$ cat src/rtl/gmsk_mem_pkg.sv
// Shared types for the unified instruction/data memory arbiter.
package gmsk_mem_pkg;

  typedef enum logic [1:0] {
    OWN_NONE  = 2'd0,
    OWN_INSTR = 2'd1,
    OWN_DATA  = 2'd2
  } owner_e;

  typedef enum logic {
    DATA_FIRST  = 1'b0,
    INSTR_FIRST = 1'b1
  } rr_e;

  typedef struct packed {
    owner_e owner;
    logic   err;
  } resp_tag_t;

  localparam logic [3:0] BE_FULL = 4'hF;

  function automatic rr_e rr_other(input rr_e ptr);
    return (ptr == DATA_FIRST) ? INSTR_FIRST : DATA_FIRST;
  endfunction

endpackage

$ cat src/rtl/gmsk_mem_arbiter_if.sv
// Core instruction/data ports, SRAM port and bring-up counters of the memory arbiter.
interface gmsk_mem_arbiter_if #(
  parameter int MEM_WORDS = 4096,
  parameter int CNT_W     = 16
);
  localparam int AW = $clog2(MEM_WORDS);

  logic             i_req;
  logic [31:0]      i_addr;
  logic             i_gnt;
  logic             i_rvalid;
  logic [31:0]      i_rdata;
  logic             i_err;

  logic             d_req;
  logic             d_we;
  logic [3:0]       d_be;
  logic [31:0]      d_addr;
  logic [31:0]      d_wdata;
  logic             d_gnt;
  logic             d_rvalid;
  logic [31:0]      d_rdata;
  logic             d_err;

  logic             mem_en;
  logic             mem_we;
  logic [3:0]       mem_be;
  logic [AW-1:0]    mem_addr;
  logic [31:0]      mem_wdata;
  logic             mem_ready;
  logic [31:0]      mem_rdata;

  logic [CNT_W-1:0] i_stall_cnt;
  logic [CNT_W-1:0] d_stall_cnt;

  modport slave (
    input  i_req, i_addr, d_req, d_we, d_be, d_addr, d_wdata, mem_ready, mem_rdata,
    output i_gnt, i_rvalid, i_rdata, i_err, d_gnt, d_rvalid, d_rdata, d_err,
           mem_en, mem_we, mem_be, mem_addr, mem_wdata, i_stall_cnt, d_stall_cnt
  );

  modport master (
    output i_req, i_addr, d_req, d_we, d_be, d_addr, d_wdata, mem_ready, mem_rdata,
    input  i_gnt, i_rvalid, i_rdata, i_err, d_gnt, d_rvalid, d_rdata, d_err,
           mem_en, mem_we, mem_be, mem_addr, mem_wdata, i_stall_cnt, d_stall_cnt
  );

endinterface

$ cat src/rtl/gmsk_rr_arb2.sv
// Two-way round-robin arbiter: bit 0 is the instruction port, bit 1 the data port.
module gmsk_rr_arb2
  import gmsk_mem_pkg::*;
(
  input  logic       clk,
  input  logic       rst,
  input  logic [1:0] req,
  input  logic       adv,
  output logic [1:0] sel,
  output rr_e        rr_ptr
);

  rr_e rr_ptr_r;

  // Pointer only matters when both ports compete; a lone request passes straight through.
  always_comb begin
    sel = 2'b00;
    case (req)
      2'b11: begin
        if (rr_ptr_r == DATA_FIRST) begin
          sel = 2'b10;
        end else begin
          sel = 2'b01;
        end
      end
      2'b10:   sel = 2'b10;
      2'b01:   sel = 2'b01;
      default: sel = 2'b00;
    endcase
  end

  // Pointer register, flipped only after a contended grant.
  always_ff @(posedge clk) begin
    if (rst) begin
      rr_ptr_r <= DATA_FIRST;
    end else if (adv) begin
      rr_ptr_r <= rr_other(rr_ptr_r);
    end
  end

  assign rr_ptr = rr_ptr_r;

endmodule

$ cat src/rtl/gmsk_mem_arbiter.sv
// Shares one single-port SRAM between the core instruction and data ports and
// routes fixed-latency responses back to their owner in grant order.
module gmsk_mem_arbiter
  import gmsk_mem_pkg::*;
#(
  parameter int MEM_WORDS = 4096,
  parameter int RD_LAT    = 1,
  parameter int CNT_W     = 16
) (
  input  logic              clk,
  input  logic              rst,
  gmsk_mem_arbiter_if.slave bus
);

  localparam int AW = $clog2(MEM_WORDS);
  localparam logic [CNT_W-1:0] CNT_MAX = {CNT_W{1'b1}};
  localparam logic [CNT_W-1:0] CNT_ONE = {{(CNT_W-1){1'b0}}, 1'b1};

  typedef struct packed {
    resp_tag_t tag;
    logic      wr;
  } stage_t;

  logic [1:0]          req_s;
  logic [1:0]          sel_s;
  logic                i_oor_s;
  logic                d_oor_s;
  logic                sel_oor_s;
  logic                gnt_s;
  logic                i_gnt_s;
  logic                d_gnt_s;
  logic                adv_s;
  rr_e                 rr_ptr_s;
  stage_t              push_s;
  stage_t              head_s;
  stage_t [RD_LAT-1:0] pipe_r;
  stage_t [RD_LAT:0]   pipe_next_s;
  logic [CNT_W-1:0]    i_stall_r;
  logic [CNT_W-1:0]    d_stall_r;
  logic                unused_s;

  assign unused_s = ^{bus.i_addr[1:0], bus.d_addr[1:0], rr_ptr_s};
  assign i_oor_s  = |bus.i_addr[31:AW+2];
  assign d_oor_s  = |bus.d_addr[31:AW+2];
  assign req_s    = {bus.d_req & ~rst, bus.i_req & ~rst};

  gmsk_rr_arb2 u_arb (
    .clk    (clk),
    .rst    (rst),
    .req    (req_s),
    .adv    (adv_s),
    .sel    (sel_s),
    .rr_ptr (rr_ptr_s)
  );

  // Out-of-range picks never touch the SRAM, so they are granted without mem_ready.
  always_comb begin
    sel_oor_s = 1'b0;
    if (sel_s[1]) begin
      sel_oor_s = d_oor_s;
    end else if (sel_s[0]) begin
      sel_oor_s = i_oor_s;
    end else begin
      sel_oor_s = 1'b0;
    end
    gnt_s   = (sel_s != 2'b00) && (sel_oor_s || bus.mem_ready);
    d_gnt_s = gnt_s & sel_s[1];
    i_gnt_s = gnt_s & sel_s[0];
    adv_s   = gnt_s && (req_s == 2'b11);
  end

  // SRAM strobe and operands come from whichever port won this cycle.
  always_comb begin
    bus.mem_en = gnt_s & ~sel_oor_s;
    if (sel_s[1]) begin
      bus.mem_we    = bus.d_we & bus.mem_en;
      bus.mem_be    = bus.d_be;
      bus.mem_addr  = bus.d_addr[AW+1:2];
      bus.mem_wdata = bus.d_wdata;
    end else begin
      bus.mem_we    = 1'b0;
      bus.mem_be    = BE_FULL;
      bus.mem_addr  = bus.i_addr[AW+1:2];
      bus.mem_wdata = 32'h0000_0000;
    end
  end

  // Tag for this cycle's grant; idle cycles push OWN_NONE to keep the fixed latency.
  always_comb begin
    push_s = '0;
    if (d_gnt_s) begin
      push_s.tag.owner = OWN_DATA;
    end else if (i_gnt_s) begin
      push_s.tag.owner = OWN_INSTR;
    end else begin
      push_s.tag.owner = OWN_NONE;
    end
    push_s.tag.err = gnt_s & sel_oor_s;
    push_s.wr      = d_gnt_s & bus.d_we;
  end

  assign pipe_next_s = {pipe_r, push_s};
  assign head_s      = pipe_r[RD_LAT-1];

  // Response tag shift register, RD_LAT stages deep.
  always_ff @(posedge clk) begin
    if (rst) begin
      pipe_r <= '0;
    end else begin
      pipe_r <= pipe_next_s[RD_LAT-1:0];
    end
  end

  // Route the head tag; errored and write responses carry zero data.
  always_comb begin
    bus.i_rvalid = 1'b0;
    bus.i_rdata  = 32'h0000_0000;
    bus.i_err    = 1'b0;
    bus.d_rvalid = 1'b0;
    bus.d_rdata  = 32'h0000_0000;
    bus.d_err    = 1'b0;
    if (!rst) begin
      case (head_s.tag.owner)
        OWN_INSTR: begin
          bus.i_rvalid = 1'b1;
          bus.i_err    = head_s.tag.err;
          bus.i_rdata  = head_s.tag.err ? 32'h0000_0000 : bus.mem_rdata;
        end
        OWN_DATA: begin
          bus.d_rvalid = 1'b1;
          bus.d_err    = head_s.tag.err;
          bus.d_rdata  = (head_s.tag.err || head_s.wr) ? 32'h0000_0000 : bus.mem_rdata;
        end
        default: begin
          bus.i_rvalid = 1'b0;
          bus.d_rvalid = 1'b0;
        end
      endcase
    end else begin
      bus.i_rvalid = 1'b0;
      bus.d_rvalid = 1'b0;
    end
  end

  // Saturating stall counters for bring-up visibility.
  always_ff @(posedge clk) begin
    if (rst) begin
      i_stall_r <= {CNT_W{1'b0}};
      d_stall_r <= {CNT_W{1'b0}};
    end else begin
      if (bus.i_req && !i_gnt_s && (i_stall_r != CNT_MAX)) begin
        i_stall_r <= i_stall_r + CNT_ONE;
      end
      if (bus.d_req && !d_gnt_s && (d_stall_r != CNT_MAX)) begin
        d_stall_r <= d_stall_r + CNT_ONE;
      end
    end
  end

  assign bus.i_gnt       = i_gnt_s;
  assign bus.d_gnt       = d_gnt_s;
  assign bus.i_stall_cnt = i_stall_r;
  assign bus.d_stall_cnt = d_stall_r;

endmodule

$ cat src/flat_wrapper.sv
// flat-port wrapper written by rule: the top's interface ports become plain ports
module gmsk_mem_arbiter_flat import gmsk_mem_pkg::*;
#(
  parameter int MEM_WORDS = 4096,
  parameter int RD_LAT    = 1,
  parameter int CNT_W     = 16
)
  (clk, rst, bus_i_req, bus_i_addr, bus_d_req, bus_d_we, bus_d_be, bus_d_addr, bus_d_wdata, bus_mem_ready, bus_mem_rdata, bus_i_gnt, bus_i_rvalid, bus_i_rdata, bus_i_err, bus_d_gnt, bus_d_rvalid, bus_d_rdata, bus_d_err, bus_mem_en, bus_mem_we, bus_mem_be, bus_mem_addr, bus_mem_wdata, bus_i_stall_cnt, bus_d_stall_cnt);
  gmsk_mem_arbiter_if #(.MEM_WORDS(MEM_WORDS), .CNT_W(CNT_W)) bus_i ();
  input  logic clk;
  input  logic rst;
  input wire logic [$bits(bus_i.i_req)-1:0] bus_i_req;
  input wire logic [$bits(bus_i.i_addr)-1:0] bus_i_addr;
  input wire logic [$bits(bus_i.d_req)-1:0] bus_d_req;
  input wire logic [$bits(bus_i.d_we)-1:0] bus_d_we;
  input wire logic [$bits(bus_i.d_be)-1:0] bus_d_be;
  input wire logic [$bits(bus_i.d_addr)-1:0] bus_d_addr;
  input wire logic [$bits(bus_i.d_wdata)-1:0] bus_d_wdata;
  input wire logic [$bits(bus_i.mem_ready)-1:0] bus_mem_ready;
  input wire logic [$bits(bus_i.mem_rdata)-1:0] bus_mem_rdata;
  output wire logic [$bits(bus_i.i_gnt)-1:0] bus_i_gnt;
  output wire logic [$bits(bus_i.i_rvalid)-1:0] bus_i_rvalid;
  output wire logic [$bits(bus_i.i_rdata)-1:0] bus_i_rdata;
  output wire logic [$bits(bus_i.i_err)-1:0] bus_i_err;
  output wire logic [$bits(bus_i.d_gnt)-1:0] bus_d_gnt;
  output wire logic [$bits(bus_i.d_rvalid)-1:0] bus_d_rvalid;
  output wire logic [$bits(bus_i.d_rdata)-1:0] bus_d_rdata;
  output wire logic [$bits(bus_i.d_err)-1:0] bus_d_err;
  output wire logic [$bits(bus_i.mem_en)-1:0] bus_mem_en;
  output wire logic [$bits(bus_i.mem_we)-1:0] bus_mem_we;
  output wire logic [$bits(bus_i.mem_be)-1:0] bus_mem_be;
  output wire logic [$bits(bus_i.mem_addr)-1:0] bus_mem_addr;
  output wire logic [$bits(bus_i.mem_wdata)-1:0] bus_mem_wdata;
  output wire logic [$bits(bus_i.i_stall_cnt)-1:0] bus_i_stall_cnt;
  output wire logic [$bits(bus_i.d_stall_cnt)-1:0] bus_d_stall_cnt;
  assign bus_i.i_req = bus_i_req;
  assign bus_i.i_addr = bus_i_addr;
  assign bus_i.d_req = bus_d_req;
  assign bus_i.d_we = bus_d_we;
  assign bus_i.d_be = bus_d_be;
  assign bus_i.d_addr = bus_d_addr;
  assign bus_i.d_wdata = bus_d_wdata;
  assign bus_i.mem_ready = bus_mem_ready;
  assign bus_i.mem_rdata = bus_mem_rdata;
  assign bus_i_gnt = bus_i.i_gnt;
  assign bus_i_rvalid = bus_i.i_rvalid;
  assign bus_i_rdata = bus_i.i_rdata;
  assign bus_i_err = bus_i.i_err;
  assign bus_d_gnt = bus_i.d_gnt;
  assign bus_d_rvalid = bus_i.d_rvalid;
  assign bus_d_rdata = bus_i.d_rdata;
  assign bus_d_err = bus_i.d_err;
  assign bus_mem_en = bus_i.mem_en;
  assign bus_mem_we = bus_i.mem_we;
  assign bus_mem_be = bus_i.mem_be;
  assign bus_mem_addr = bus_i.mem_addr;
  assign bus_mem_wdata = bus_i.mem_wdata;
  assign bus_i_stall_cnt = bus_i.i_stall_cnt;
  assign bus_d_stall_cnt = bus_i.d_stall_cnt;
  gmsk_mem_arbiter #(.MEM_WORDS(MEM_WORDS), .RD_LAT(RD_LAT), .CNT_W(CNT_W)) u_core (.clk(clk), .rst(rst), .bus(bus_i));
endmodule
$ cat config.mk
export PLATFORM = sky130hd
export DESIGN_NAME = gmsk_mem_arbiter_flat
export DESIGN_NICKNAME = d
export VERILOG_FILES = /design/src/rtl/gmsk_mem_pkg.sv /design/src/rtl/gmsk_mem_arbiter_if.sv /design/src/rtl/gmsk_rr_arb2.sv /design/src/rtl/gmsk_mem_arbiter.sv /design/src/flat_wrapper.sv
export SDC_FILE = /design/constraint.sdc
export NUM_CORES = 1
export LEC_CHECK = 0
export BUFFER_PORTS_ARGS = -buffer_cell sky130_fd_sc_hd__buf_2
export CAP_MARGIN = 20
export CORE_AREA = 2 2 113 115
export CTS_CLUSTER_DIAMETER = 120
export DETAILED_ROUTE_END_ITERATION = 10
export DIE_AREA = 0 0 115 117
export PLACE_DENSITY_LB_ADDON = 0.08
export SLEW_MARGIN = 15
export SYNTH_ARGS = -nofsm -noshare
export SYNTH_HDL_FRONTEND = slang
export SYNTH_SLANG_ARGS = --single-unit
$ cat constraint.sdc
create_clock -name clk -period 3.2 [get_ports clk]
set_input_delay 0.16 -clock clk [delete_from_list [all_inputs] [get_ports clk]]
set_output_delay 0.16 -clock clk [all_outputs]
set_load 0.02 [all_outputs]
==> summary.md <==
| Metric | Value |
|---|---|
| Switching fraction of total power | between 20% and 30% |
| First-pass GRT wire length | between 15 and 20 mm |
| Iteration-0 DRC Markers | ~160 |
| Launch point of the worst reg-to-reg path | u_core.u_arb.rr_ptr |
| HPWL after detailed placement | about 10 mm |
| Per-cell via count in the routed design | around 4.7 |
| Final instance count without filler cells | about 800 |
| Final count of negative-setup-slack endpoints | 0 |
| Layout-stage area growth over the synthesis result | 58.2% |
| Count of pins over their slew limit | 0 |
| Setup slack of the most critical reg-to-reg path | slightly below 0.9 ns |
| Routability cong. | between 0.7 and 0.8 |
| Maximum vdd ir drop | 0.278 mV |
| Clock root buffer | sky130_fd_sc_hd__clkbuf_16 |
| Gr usage total | 17.0% |
| Max frequency | between 300 and 400 MHz |
| Horizontal extent of the die | roughly 120 um |
| Synthesized area divided by synthesized cell count | ~7.6 sq um |
| Total global routing overflow | 0 |
| Final min period | 2.67 ns |
| CTS buffer count | 5 |
| Synthesized netlist cell count | between 300 and 400 |
| Yosys warnings | 0 |
| Number of buffers inserted by hold repair at cts | 0 |
| Number of global-route vias before repair | roughly 3300 |
| Clock transition time at the flip-flop clock pins of the worst setup and hold paths | approximately 0.06 ns |
| Clock latency reported for the late side of the worst-skew pair | around 0.27 ns |
| Worst Setup End Kind | primary output |
| Synth Area in Adders | less than 1% |
| Part of the power in the clock network | a little over a third |
| Number of antenna violations at the first check in global routing | 1 |
| Number of optimization iterations in the first detailed-route pass | 5 |
| Number of resized instances in the post-cts repair step | 0 |
| Sum of negative setup slack | 0 ns |
| Seq cells post-synth | 37 |
| Cells taking the most area after synthesis | sky130_fd_sc_hd__dfxtp_1 (25%), sky130_fd_sc_hd__and2_1 (15%), sky130_fd_sc_hd__mux2_2 (8.1%) |
| Routed wire per std cell | about 16 um |
| Data arrival at the endpoint of the critical path | 2.51 ns |
| Maximum clock skew at final layout | 0.00307 ns |
| Detailed-route DRC error count | 0 |
| I/O pin total | 290 |
| Post-synth cell types | 37 |
| Actual slew at the worst max-slew pin | approximately 0.97 ns |
| Floorplan row count | just over 40 |
| Proportion of synthesized chip area in sequential cells | between 20 and 30% |
| Final hold vios | 0 |
| Result of the run | finished clean |
| Data required time of the critical path | between 3 and 4 ns |
| Maximum fanout encountered on the critical timing path | 34 |
| Simple-gate share of the synthesized area | between 40% and 50% |
| Critical path launch point type | flop |
| Final layout net count | about 790 |
| Placeable core area | ~12000 sq um |
| Number of post-CTS setup repair buffers | 0 |
| H-tree level count | 2 |
| Post-Place Cells | 796 |
| Internal portion of total power | around 0.0009 W |
| Power per unit of standard cell area | ~280 nW/um^2 |
| Hold Startpoint | bus_d_we |
| I/O Buffers | between 200 and 300 |
| FF-to-FF End | u_core.u_arb.rr_ptr |
| Worst-case clock buffer depth | 2 |
| Summed instance area of the synthesized netlist | between 2000 and 3000 sq um |
| Combinational family with the most area after synthesis | simple AND/OR/NAND/NOR gates |
| Relative slew margins | a little over a third |
| TritonCTS clock tree | built |
| Class of the most critical hold timing path | input pin to flop |
| Largest net degree at the start of global routing | 35 |
| Yosys top cell by area | sky130_fd_sc_hd__dfxtp_1 |
| Path depth of the worst reg2reg path | 6 |
| Total number of clock tree sinks | 37 |
| Synth Net Count | ~520 |
| Critical path capture point | bus_mem_we |
| Post-route clock period utilization | between 80% and 90% |
| Count of antenna-violating nets left after detailed routing | 0 |
| Area of the die | 13500 sq um |
| Max Cap Viol | 0 |
| Routed Wire Length | roughly 13 mm |
| Share of post-route cells with drive strength above 1 | 49.5% |
| Initial standard-cell utilization of the core | between 20% and 30% |
| Leakage power figure | 2.44 nW |
| Net switching power figure | approximately 0.00039 W |
| Combinational power share | approximately a quarter |
| Worst setup path startpoint | u_core.u_arb.rr_ptr |
| Compound-Gate Fraction of Synth Area | about an eighth |
| Synthesized-area fraction occupied by xor and xnor cells | 0% |
| Via Count | between 3000 and 4000 |
| Sequential cell fraction of total power | between 30% and 40% |
| Post-synthesis mux area share | 8.46% |
| Area fraction of the dominant cell type after synthesis | between 20% and 30% |
| Setup repair after global routing missed its margin | false |
| Die height | 117 um |
| Setup CP Type | flop to primary output |
-- cells in the mapped netlist --
cell                        count
sky130_fd_sc_hd__and4_1         5
sky130_fd_sc_hd__o21bai_1       1
sky130_fd_sc_hd__dfxtp_1       37
sky130_fd_sc_hd__a21oi_1       23
sky130_fd_sc_hd__o31a_1         5
sky130_fd_sc_hd__clkbuf_1      25
sky130_fd_sc_hd__nor4_1        16
sky130_fd_sc_hd__nor2_1        13
sky130_fd_sc_hd__nand3b_1       1
sky130_fd_sc_hd__o21ai_0       13
sky130_fd_sc_hd__nor2b_1       12
sky130_fd_sc_hd__buf_1          1
sky130_fd_sc_hd__buf_2          1
sky130_fd_sc_hd__nand3_1       13
sky130_fd_sc_hd__or3b_2         1
sky130_fd_sc_hd__or4_1         11
sky130_fd_sc_hd__o2111ai_1      1
sky130_fd_sc_hd__and3_1        35
sky130_fd_sc_hd__nand2b_1       6
sky130_fd_sc_hd__nand2_1       19
sky130_fd_sc_hd__o31ai_1       11
sky130_fd_sc_hd__or4_4          1
sky130_fd_sc_hd__ha_1           2
sky130_fd_sc_hd__mux2i_1        1
sky130_fd_sc_hd__o211ai_1       1
sky130_fd_sc_hd__nor3b_1        5
sky130_fd_sc_hd__buf_6          1
sky130_fd_sc_hd__mux2_2        21
sky130_fd_sc_hd__and2_1        72
sky130_fd_sc_hd__o41a_1         2
sky130_fd_sc_hd__o21ba_2        2
sky130_fd_sc_hd__or3_1          9
sky130_fd_sc_hd__inv_1          2
sky130_fd_sc_hd__nor3_1         1
sky130_fd_sc_hd__or3b_1         1
sky130_fd_sc_hd__nand4_1       11
sky130_fd_sc_hd__nor4b_1        1
-- routing by layer --
layer  up-vias  GRT usage [%]  wire length [um]
met5         -              0                 0
met4         0           3.61               120
met3         8           4.27               960
met2       128           27.5              6120
met1      1712           23.1              5650
li1       1946              -                 -
-- sequential cells by signal (all words and copies together), names as in the netlist --
signal / count
u_core.bus.d_stall_cnt: 16
u_core.bus.i_stall_cnt: 16
u_core.head_s: 4
u_core.u_arb.rr_ptr: 1
-- power groups by stage --
stage	logic, W	clock network (W)	registers (W)
2_1_floorplan	0.000175	0	0.000490
3_3_place_gp	0.000340	0	0.000487
3_5_place_dp	0.000343	0	0.000487
4_1_cts	0.000345	0.000490	0.000477
5_1_grt	0.000372	0.000511	0.000478
6_report	0.000342	0.000472	0.000477
-- metrics by stage --
step | total power, W | utilization [%] | worst slack [ns] | area, sq um | hold WS, ns
finish | 0.00129 | 37.4 | 0.534 | 4610 | 0.108
global placement | 0.000827 | 36.3 | 0.764 | 4470 | 0.383
floorplan | 0.000665 | - | 1.18 | 2910 | 0.296
CTS | 0.00131 | 37.4 | 0.513 | 4610 | 0.103
detailed placement | 0.000830 | 36.3 | 0.718 | 4470 | 0.390
global route | 0.00136 | 37.4 | 0.303 | 4610 | 0.120
-- final cells by class --
cell class	instances	area (sq um)
multi-input cells	316	2060
diodes	1	2.50
well taps	150	188
repair buffers	291	1470
flip-flops and latches	37	741
inverters	2	7.51
clock buffers	8	136
fillers	1358	7700
-- cell usage in the layout, fill, tap and decap left out, types with 2 or more instances in the layout --
cell,instances
sky130_fd_sc_hd__o21ba_2,2
sky130_fd_sc_hd__ha_1,2
sky130_fd_sc_hd__o21ai_0,13
sky130_fd_sc_hd__clkbuf_1,3
sky130_fd_sc_hd__mux2_2,21
sky130_fd_sc_hd__buf_2,285
sky130_fd_sc_hd__nand2_1,19
sky130_fd_sc_hd__or3_1,9
sky130_fd_sc_hd__nor2_1,13
sky130_fd_sc_hd__o31ai_1,11
sky130_fd_sc_hd__nor2b_1,11
sky130_fd_sc_hd__and3_1,35
sky130_fd_sc_hd__a21oi_1,22
sky130_fd_sc_hd__o31a_1,5
sky130_fd_sc_hd__nand2b_1,6
sky130_fd_sc_hd__buf_4,6
sky130_fd_sc_hd__nor3b_1,4
sky130_fd_sc_hd__dfxtp_1,37
sky130_fd_sc_hd__clkbuf_16,5
sky130_fd_sc_hd__nand4_1,11
sky130_fd_sc_hd__and4_1,5
sky130_fd_sc_hd__inv_1,2
sky130_fd_sc_hd__nor4_1,16
sky130_fd_sc_hd__o41a_1,2
sky130_fd_sc_hd__and2_1,72
sky130_fd_sc_hd__nand3_1,13
sky130_fd_sc_hd__or4_1,11
-- critical path, cell delays in order, from the launching register on --
cell and delay [ns]:
sky130_fd_sc_hd__dfxtp_1 0.34, sky130_fd_sc_hd__a21oi_2 0.11, sky130_fd_sc_hd__buf_4 0.29, sky130_fd_sc_hd__and2_1 0.71, sky130_fd_sc_hd__o31a_1 0.33, sky130_fd_sc_hd__and2_1 0.15
sky130_fd_sc_hd__nor2b_1 0.12, sky130_fd_sc_hd__buf_2 0.18
-- cell families after synthesis --
logic type,count (synthesis)
flip-flops,37
AO/OA/AOI/OAI,59
adder cells (fa/ha/maj),2
AND/OR/NAND/NOR,233
buffers and inverters,30
multiplexers,22
-- worst min-delay path by stage --
stage | slack [ns] | cells after the start | end
finish | 0.11 | 2 | u_core.head_s[0]
global route | 0.12 | 2 | u_core.head_s[0]
CTS | 0.10 | 2 | u_core.head_s[0]
detailed placement | 0.39 | 2 | u_core.head_s[0]
global placement | 0.38 | 2 | u_core.head_s[0]
floorplan | 0.30 | 1 | u_core.head_s[3]
Note: power is estimated with default switching activity, not from simulation.
